--- src/rtl/fifo_ms_pkg.sv ---
// fifo_ms_pkg: shared types and helpers for the multi-stream tagged FIFO
package fifo_ms_pkg;
  typedef enum logic {IDLE, BURST} state_t;
  function automatic int tag_w(input int n);
    return n > 1 ? $clog2(n) : 1;
  endfunction
  function automatic logic [31:0] tag_of(input logic [31:0] d, input int width, input int tw);
    return (d >> (width - tw)) & ((32'd1 << tw) - 32'd1);
  endfunction
endpackage

--- src/rtl/fifo_ms_rr_pick.sv ---
// fifo_ms_rr_pick: rotate-priority picker, first requester after last wins
module fifo_ms_rr_pick #(
  parameter int FLUX = 2,
  parameter int TAG_W = 1
) (
  input  logic [FLUX-1:0]  req,
  input  logic [TAG_W-1:0] last,
  output logic             found,
  output logic [TAG_W-1:0] idx
);
  logic [TAG_W-1:0] c;
  // scan from farthest to nearest so the nearest requester is written last
  always_comb begin
    found = 1'b0;
    idx = '0;
    c = '0;
    for (int k = FLUX; k >= 1; k--) begin
      c = TAG_W'((int'(last) + k) % FLUX);
      if (req[c]) begin
        found = 1'b1;
        idx = c;
      end
    end
  end
endmodule

--- src/rtl/fifo_ms_rd_sched.sv ---
// fifo_ms_rd_sched: weighted round-robin read scheduler with a valid/ready output register
module fifo_ms_rd_sched
  import fifo_ms_pkg::*;
#(
  parameter int WIDTH = 8,
  parameter int FLUX = 2,
  parameter int W_W = 4,
  parameter int TAG_W = tag_w(FLUX)
) (
  input  logic             ck,
  input  logic             rst,
  input  logic [FLUX-1:0]  fifo_empty,
  input  logic [WIDTH-1:0] fifo_dout,
  output logic [FLUX-1:0]  fifo_rd,
  output logic             out_valid,
  input  logic             out_ready,
  output logic [WIDTH-1:0] out_data,
  output logic [TAG_W-1:0] out_tag,
  input  logic             cfg_we,
  input  logic [TAG_W-1:0] cfg_idx,
  input  logic [W_W-1:0]   cfg_weight,
  output logic             grant_valid,
  output logic [TAG_W-1:0] grant_idx,
  output logic             tag_err
);
  state_t state, state_nx;
  logic [TAG_W-1:0] last, pick;
  logic [W_W-1:0] quota;
  logic [W_W-1:0] weight [FLUX];
  logic [FLUX-1:0] elig;
  logic found, space, rd;
  always_comb
    for (int i = 0; i < FLUX; i++) elig[i] = !fifo_empty[i] && weight[i] != '0;
  fifo_ms_rr_pick #(.FLUX(FLUX), .TAG_W(TAG_W)) u_pick (
    .req(elig),
    .last(last),
    .found(found),
    .idx(pick)
  );
  assign space = !out_valid || out_ready;
  assign grant_valid = state == BURST;
  // reset gates the strobe so a word is never popped into a register being cleared
  always_comb begin
    state_nx = state;
    rd = 1'b0;
    fifo_rd = '0;
    if (state == IDLE) state_nx = found ? BURST : IDLE;
    else begin
      rd = !rst && space && !fifo_empty[grant_idx];
      fifo_rd = rd ? FLUX'(1) << grant_idx : '0;
      state_nx = (fifo_empty[grant_idx] || (rd && quota == W_W'(1))) ? IDLE : BURST;
    end
  end
  always_ff @(posedge ck) state <= rst ? IDLE : state_nx;
  always_ff @(posedge ck) begin
    if (rst) begin
      grant_idx <= '0;
      quota <= '0;
      last <= TAG_W'(FLUX - 1);
      out_valid <= 1'b0;
      out_data <= '0;
      out_tag <= '0;
      tag_err <= 1'b0;
      for (int i = 0; i < FLUX; i++) weight[i] <= W_W'(1);
    end else begin
      if (state == IDLE && found) begin
        grant_idx <= pick;
        quota <= weight[pick];
        last <= pick;
      end
      if (rd) begin
        quota <= quota - W_W'(1);
        out_data <= fifo_dout;
        out_tag <= grant_idx;
        out_valid <= 1'b1;
      end else if (out_ready) out_valid <= 1'b0;
      if (rd && tag_of(32'(fifo_dout), WIDTH, TAG_W) != 32'(grant_idx)) tag_err <= 1'b1;
      if (cfg_we && int'(cfg_idx) < FLUX) weight[cfg_idx] <= cfg_weight;
    end
  end
endmodule

--- config.mk ---
export PLATFORM = sky130hd
export DESIGN_NAME = fifo_ms_rd_sched
export DESIGN_NICKNAME = d
export VERILOG_FILES = /design/src/rtl/fifo_ms_pkg.sv /design/src/rtl/fifo_ms_rr_pick.sv /design/src/rtl/fifo_ms_rd_sched.sv
export SDC_FILE = /design/constraint.sdc
export NUM_CORES = 1
export LEC_CHECK = 0
export ABC_AREA = 1
export CORE_UTILIZATION = 47
export DETAILED_ROUTE_END_ITERATION = 10
export GPL_TIMING_DRIVEN = 0
export MAX_ROUTING_LAYER = met4
export PLACE_DENSITY = 0.8
export SLEW_MARGIN = 20
export SYNTH_ARGS = -nofsm -noshare
export SYNTH_HDL_FRONTEND = slang
export SYNTH_SLANG_ARGS = --single-unit
--- constraint.sdc ---
create_clock -name ck -period 1.45 [get_ports ck]
set_input_delay 0.3625 -clock ck [delete_from_list [all_inputs] [get_ports ck]]
set_output_delay 0.3625 -clock ck [all_outputs]
set_load 0.02 [all_outputs]
# Word level (Yosys, flattened, before mapping)
# Memories as Yosys holds them, arrays and structs flattened.
# Index checks and enable logic that the tools add are counted.
dict set report classes {
  mux 28
  n_lt_le_gt_ge 3
  multipliers 0
  n_eq_ne 2
  n_addsub 3
  shifts 1
  n_div 0
  n_bitwise 1
  reduce_logical 19
}
# operator n
set ops {}
lappend ops {{$mux W1} 23}
lappend ops {{$mux W4} 3}
lappend ops {{$reduce_bool A4 Y1} 2}
lappend ops {{$logic_and A1 B1 Y1} 7}
lappend ops {{$lt A1 B2 Y1 const B} 3}
lappend ops {{$logic_not A1 Y1} 5}
lappend ops {{$eq A4 B1 Y1 const B} 1}
lappend ops {{$mux W2} 2}
lappend ops {{$reduce_bool A2 Y1} 2}
lappend ops {{$reduce_or A4 Y1} 1}
lappend ops {{$sub A4 B1 Y4 const B} 1}
lappend ops {{$add A1 B1 Y1 const B} 2}
lappend ops {{$logic_or A1 B1 Y1} 2}
lappend ops {{$shl A1 B1 Y2 const A} 1}
lappend ops {{$ne A1 B1 Y1} 1}
lappend ops {{$not A1 Y1} 1}
dict set report word_totals {
  reg_bits 18
  word_cells 66
  latch_bits 0
  memories 1
  ramBits 8
  romBits 0
}
# name words width read_ports rd_clocked_by_memory_dff write_ports line_no
set memory_table {}
lappend memory_table {weight 2 4 3 0 2 fifo_ms_rd_sched.sv:29} ;# logic [W_W-1:0] weight [FLUX];

# Logic depth before layout (Yosys ltp)
dict set report depth {
  depth_word 9
  ltp_mapped 10
  depth_no_buf 10
}

# By module
# Synthesis repeated with hierarchy kept, for this count alone.
dict set report hier_totals {
  cells_unflattened 157
  area_unflattened_um2 1221.2
}
# mod cells_per_inst area_per_inst_um2 n_inst
set modules_own_cells {}
lappend modules_own_cells {fifo_ms_rd_sched 154 1206.2 1}
lappend modules_own_cells {fifo_ms_rr_pick 3 15.0 1}

# Worst setup path after synthesis
# OpenSTA, ideal clock, no wires.
dict set report synth_path {
  path_kind {flip-flop to output port}
  startpoint {register grant_idx}
  endpoint {output fifo_rd[0]}
  slack_ns -0.193
  stages_incl_launch_ff 6
  arrival_time_ns 1.281
  n_path_buf 1
  path_cell_list {dfxtp_1 -> nor2_1 -> nor2_2 -> nand2_2 -> buf_6 -> nor2_1}
}
dict set report synth_via {
  elab_chain_len 6
  elab_cells_between_ends 7
  cone_classes {shift (1); mux (4); reduce/logical (2)}
}
# item line_no
set synth_rtl {}
lappend synth_rtl {{start, declared} fifo_ms_rd_sched.sv:23} ;# output logic [TAG_W-1:0] grant_idx,
lappend synth_rtl {{start signal, assigned} fifo_ms_rd_sched.sv:67} ;# grant_idx <= pick;
lappend synth_rtl {{$mux W1 (not written as such) (2 in series)} fifo_ms_rd_sched.sv:49} ;# rd = !rst && space && !fifo_empty[grant_idx];
lappend synth_rtl {{$logic_not A1 Y1} fifo_ms_rd_sched.sv:49}
lappend synth_rtl {{$logic_and A1 B1 Y1} fifo_ms_rd_sched.sv:49}
lappend synth_rtl {{$mux W2 (*)} fifo_ms_rd_sched.sv:50} ;# fifo_rd = rd ? FLUX'(1) << grant_idx : '0;
lappend synth_rtl {{$mux W2 (*)} fifo_ms_rd_sched.sv:47} ;# if (state == IDLE) state_nx = found ? BURST : IDLE;
lappend synth_rtl {{end, declared} fifo_ms_rd_sched.sv:14} ;# output logic [FLUX-1:0] fifo_rd,
# Mark *: on every way between the ends. The rest lies on a longest branch, timed or not. The select of a mux whose other input is x is not followed.

# Final worst setup path
dict set report layout_path {
  startpoint {register state, in the netlist grant_valid}
  endpoint {output fifo_rd[0]}
}
dict set report layout_via {
  elab_chain_len 1
}
# item line_no
set layout_rtl {}
lappend layout_rtl {{start, declared} fifo_ms_rd_sched.sv:26} ;# state_t state, state_nx;
lappend layout_rtl {{start signal, assigned} fifo_ms_rd_sched.sv:54} ;# always_ff @(posedge ck) state <= rst ? IDLE : state_nx;
lappend layout_rtl {{$mux W2} fifo_ms_rd_sched.sv:47}
# Every way passes these cells.

==> results_dict.tcl <==
set metrics [dict create \
    worst_slack_ps -250 \
    hold_ws_ps 239 \
    critical_path_class "reg2out" \
    final_common_cell "nor2_1" \
    syn2layout_area_growth_pct 38.8 \
    status "complete, but fails checks" \
    ys_seq_area_share_pct 47.9 \
    antenna_found_initial 0 \
    grt_start_max_net_pins 16 \
    boundaryPins 34 \
    fmax_mhz 588 \
    cts_buffers 3 \
    drt-pass1-iter-count 4 \
    syn_nets 185 \
    clkLatencyLatePin_ps 320 \
    dieWidth_um 53.6 \
    drive_gt1_share_pct 16.4 \
    synth_compound_area_share_pct 11.5 \
    crit_arrival_ps 1340 \
    hold_path.class "in2reg" \
    yosys.area_share.simple_pct 27.2 \
    initial_core_util_pct 50.2 \
    cts_tree "done" \
    muxShareOfSynthArea_pct 0 \
    dpl_cell_area_mm2 0.00162 \
    stdcell_area_mm2 0.00174 \
    drcViolationCount 0 \
    max-slew-margin-rel_pct 75.1 \
    track_usage_pct 20.3 \
    cp-end-kind "output port" \
    synth_cell_types 23 \
    synthXorXnorAreaFrac_pct 1.40 \
    netlist_instances 164 \
    failed_checks "negative setup slack" \
    die_h_um 53.6 \
    gp_congestion 0.887 \
    final_util_pct 69.6 \
    maxCapViolations 0 \
    setup_tns_ps -482 \
    hpwl_mm 2.00 \
    cts.sinks 26 \
    tightest_slew_ps 373 \
    worst_setup_path_start_kind "flip-flop" \
    synth_top_family_by_area "simple AND/OR/NAND/NOR gates" \
    drt_iter0_drc 32 \
    finalHoldViolCount 0 \
    slew_violations 0 \
    path_max_fanout 4 \
    final_cell_mix "30 x nor2_1, 25 x nand2_1, 21 x inv_1, 17 x dfxtp_1, 15 x dlygate4sd2_1" \
    die-area_mm2 0.00288 \
    power.leakage_nw 0.831 \
    syn_area_mm2 0.00125 \
    irDropWorstVdd_mv 1.08 \
    r2r_slack_ps 60 \
    h-tree-depth 1 \
    overflow 0 \
    finalSetupViolCount 2 \
    clk_pin_slew_ps 130 \
    ctsHoldBuffers 0 \
    cts_buffer_depth 2 \
    cts_root_buffer "clkbuf_4" \
    powerDensity_mw_per_mm2 1000 \
    core_area_mm2 0.00250 \
    period_needed_ps 1700 \
    grt_pass1_wl_mm 4.00 \
    drt-total-wl_mm 2.80 \
    yosys.area_share.adder_pct 2.00 \
    final_antenna_net_count 0 \
    ys.warnings.count 0 \
    first_global_vias 961 \
    avgRoutedWirePerCell_um 11.8 \
    num_rows 18 \
    clock-skew-final_ps 3.18 \
    nets 229 \
    syn_area_per_cell_um2 7.64 \
    viasPerCell 4.88 \
    antenna_cells 0 \
    port_buffers 32 \
    rsz0062_at_grt "yes" \
    ys_ff_latch 26 \
    cp.required_ps 1090 \
    vias 1157 \
    post-route-period-util_pct 117 \
]
logic make-up (layout without fill, tap and decap cells):
group,count (synthesis),in the layout
AOI/OAI and AO/OA,25,25
xor gates and xnor gates,2,2
adders and majority gates,2,2
buffers and inverters,28,71
DFF,26,26
and+or+nand+nor,81,81
synthesized netlist by cell type:
library cell / n / area, um^2
nand3b_1: 2 / 15.0
buf_4: 1 / 7.51
edfxtp_1: 8 / 240
nand2_2: 1 / 6.26
nand4_1: 2 / 12.5
nor2_1: 33 / 124
dfxtp_1: 18 / 360
a21oi_2: 3 / 26.3
nand3_1: 11 / 55.1
nor2_2: 3 / 18.8
inv_1: 22 / 82.6
xor2_1: 1 / 8.76
buf_6: 2 / 22.5
clkbuf_1: 1 / 3.75
inv_2: 1 / 3.75
nand2_1: 28 / 105
ha_1: 2 / 25.0
buf_2: 1 / 5.00
o21ai_0: 10 / 50.1
a21oi_1: 9 / 45.0
nor3_1: 1 / 5.00
o21bai_1: 3 / 22.5
xnor2_1: 1 / 8.76
area by class of cell:
class	instances	area [um^2]
clock buffers	3	22.5
plain buffers	5	45.0
flip-flops and latches	26	604
repair buffers	39	352
fillers	192	759
multi-input cells	110	563
well taps	30	37.5
inverters	23	86.3
clock inverters	1	30.0
sequential cells by signal (all words and copies together) (netlist names):
signal,cells
out_data,8
weight,8
quota,4
grant_idx,1
grant_valid,1
last,1
out_tag,1
out_valid,1
tag_err,1
layer usage:
metal  GRT usage (%)  part of all wire, %  vias up
met4            3.95                 0.43        0
met1            23.2                   42      517
met5               -                    0        -
met3            5.65                  5.7        2
li1                -                    -      608
met2            35.4                   52       30
per-stage QoR:
stage	worst slack [ps]	power (W)	std cells
after floorplan	2.89	0.00110	164
after global placement	-987	0.00124	226
after detailed placement	-986	0.00125	226
after CTS	-315	0.00173	236
after global routing	-342	0.00182	237
final	-250	0.00174	237
timing repair:
item	CTS	global route
setup buffers	6	1
resized for setup	34	7
setup endpoints to repair	18	9
pin swaps	3	3
path summary, 6_finish.rpt:
kind	from	endpoint	depth (start not counted)
worst max-delay path	grant_valid	fifo_rd[0]	6
worst min-delay path	rst	grant_idx	2
worst max register to register	weight[1][0]	quota[3]	8
worst min register to register	tag_err	tag_err	2
where the power goes:
group,internal [W],switching (W)
Clock,0.000280,0.000210
Combinational,0.000177,0.000229
Sequential,0.000811,0.0000375
critical path, cell delays in order, from the launching register on:
cell and delay [ps]:
dfxtp_1 410, nand2_2 90, nor2_4 110, nand2_4 80
buf_6 130, nor2_4 90, buf_6 120
Power figures use the tool's default switching activity.
==> RTL change: new RTL, same settings <==
Add an input register stage for `cfg_weight`; this delays it by one clock. The other inputs are not delayed to match.
--- a/src/rtl/fifo_ms_rd_sched.sv
+++ b/src/rtl/fifo_ms_rd_sched.sv
@@ -25,2 +25,9 @@
 );
+
+  logic [W_W-1:0] cfg_weight_q;
+
+  always_ff @(posedge ck) begin
+    cfg_weight_q <= cfg_weight;
+  end
+
   state_t state, state_nx;
@@ -77,3 +84,3 @@
       if (rd && tag_of(32'(fifo_dout), WIDTH, TAG_W) != 32'(grant_idx)) tag_err <= 1'b1;
-      if (cfg_we && int'(cfg_idx) < FLUX) weight[cfg_idx] <= cfg_weight;
+      if (cfg_we && int'(cfg_idx) < FLUX) weight[cfg_idx] <= cfg_weight_q;
     end
Formal check against the unedited RTL: not equivalent (a bounded check fails within 4 cycles, from zero or initial values and one cycle with rst high).
==> RTL change against the original RTL <==
The run still ends with setup timing left; critical path depth is 1 higher; fmax up 1.5%; non-clock buffer count decreased by 1; global-route usage up 3.2 points; sequential cell count rose by 4; final area rose by 9.3%; routed wire length increased by 6.7%; total power increased by 28%; via count grew 5.6%; combinational power decreased by 4%; setup slack gained 25 ps; synthesized area up 6.1%; critical path type unchanged; highest routed layer unchanged.
==> RTL change: results (changes against the original RTL) <==
The number of nets at the end of the flow is 234 (+2.2%). The placed cell count came to 230 (+1.8%). The global routing stage identified its most utilized layer as met2. The routability-driven placement congestion ratio came out at 0.877 (-1.1%). Yosys attributes the largest share of cell area to dfxtp_1 (33%), edfxtp_1 (18%), nor2_1 (9.3%). The run finished, with violations left. The area fraction in compound gates after synthesis came to 0.108 (-0.00659). The wire length of the first global-routing pass is 4690 um (+17%). The post-CTS setup repair buffer count is 6 (unchanged). The average vias per placed instance is 5.01 (+2.6%).

The final reports fail on setup timing. The overall routing resource usage was 0.234 (+0.0316). The synthesized area per cell came out at 7.92 um^2 (+3.6%).

The detailed-routed wire length on met2 is 1550 um (+6.8%). By count the netlist is led by nor2_1 (33), nand2_1 (28), dfxtp_1 (22), inv_1 (22), nand3_1 (11). The number of antenna repair diodes came out at 0 (unchanged). The global-route met2 utilization is 0.412 (+0.0575). The xor-xnor portion of the synthesized cell area came out at 0.0132 (-0.000802).

The maximum number of buffers from clock root to sink came to 2 (unchanged). The net count after synthesis came to 189 (+2.2%). The post-synthesis share of cell area spent on full adders, half adders and majority gates is 0.0188 (-0.00115). The biggest cell delay along the critical path was 370 ps (-40 ps). The number of global-route vias before repair is 1151 (+20%). The fraction of layout instances using a drive strength above 1 was 0.192 (+0.0273). The combinational fraction of design power is 0.174 (-0.059). The pin count of the biggest net entering global routing is 11 (-5). The wire length on met3 is 157 um (-1.3%). In the final layout, the registers with the most flip-flops are out_data x8, weight x8.

The post-detailed-route wirelength per cell is 12.3 um (+3.7%). The share of synthesized area occupied by flip-flops and latches was 0.512 (+0.0327). The global routing met3 resource utilization came to 0.0628 (+0.00634). The violation count after the first detailed-routing iteration came to 30 (-6.3%). The static leakage is 0.000909 uW (+9.4%).

The number of cells upsized or downsized after cts came out at 35 (+2.9%). The peak supply drop is 1000 uV (-7.1%). The data arrival time at the worst-slack endpoint was 1310 ps (-30 ps).

The post-layout instance count excluding filler cells came out at 244 (+3.0%). The slew of the pin with the lowest slew margin is 364 ps (-9.34 ps). The clock-pin slew of the registers on the worst-case setup and hold paths is 100 ps (-30 ps).

The number of flops mapped to enable cells by yosys came out at 8 (unchanged). The met1 demand-to-capacity share in global routing is 0.239 (+0.00740). The cell-internal power came to 1670 uW (+32%).

In this run the critical register-to-register path is launched from weight[1][3]$_SDFFCE_PN0P_. The setup total negative slack came out at -427 ps (+55.4 ps). The family with the most delay on the worst path is simple AND/OR/NAND/NOR gates. The H-tree depth reported by CTS is 2 (+1).

The power in the clock group is 887 uW (+81%). The routed metal-1 wire length came out at 1220 um (+3.1%). The least setup slack across all paths after layout came to -225 ps (+24.7 ps). The critical path startpoint is grant_idx$_SDFFE_PP0P_. The number of buffers created by CTS is 5 (+2). The clock skew came to 14.9 ps (+11.7 ps). Among all stages on the critical path, the largest delay is contributed by dfxtp_4.

The number of setup violations in the final report came out at 2 (unchanged). The count of yosys warnings during synthesis is 0 (unchanged). The HPWL after detailed placement is 2010 um (+0.35%).
RTL change: changes by cell type after synthesis, sizes merged:
cell   change
dfxtp      +4
RTL change: through the flow:
step                power [uW]  cell area (um^2)  hold WS (ps)  setup WS [ps]
finish                    2230              1900           278           -225
global route              2310              1900           277           -278
CTS                       2210              1860           277           -302
detailed placement        1330              1700           446           -966
global placement          1320              1700           438           -984
floorplan                 1190              1340           390          -29.7
RTL change: worst paths after layout:
path,end,slack (ps),cells after the start
max,fifo_rd[0],-230,7
min,grant_valid$_SDFF_PP0_,280,2
max reg2reg,quota[3]$_SDFFE_PP0P_,70,8
min reg2reg,tag_err$_SDFFE_PP0P_,460,2
RTL change: layout make-up:
type	count	area (um^2)	share of cell area
Inverter	23	86.3	0.0454
Clock buffer	6	51.3	0.0270
Clock inverter	2	60.1	0.0316
Multi-Input combinational cell	110	588	0.309
Timing Repair Buffer	38	348	0.183
Buffer	5	45.0	0.0237
Tap cell	30	37.5	0.0197
Sequential cell	30	686	0.361
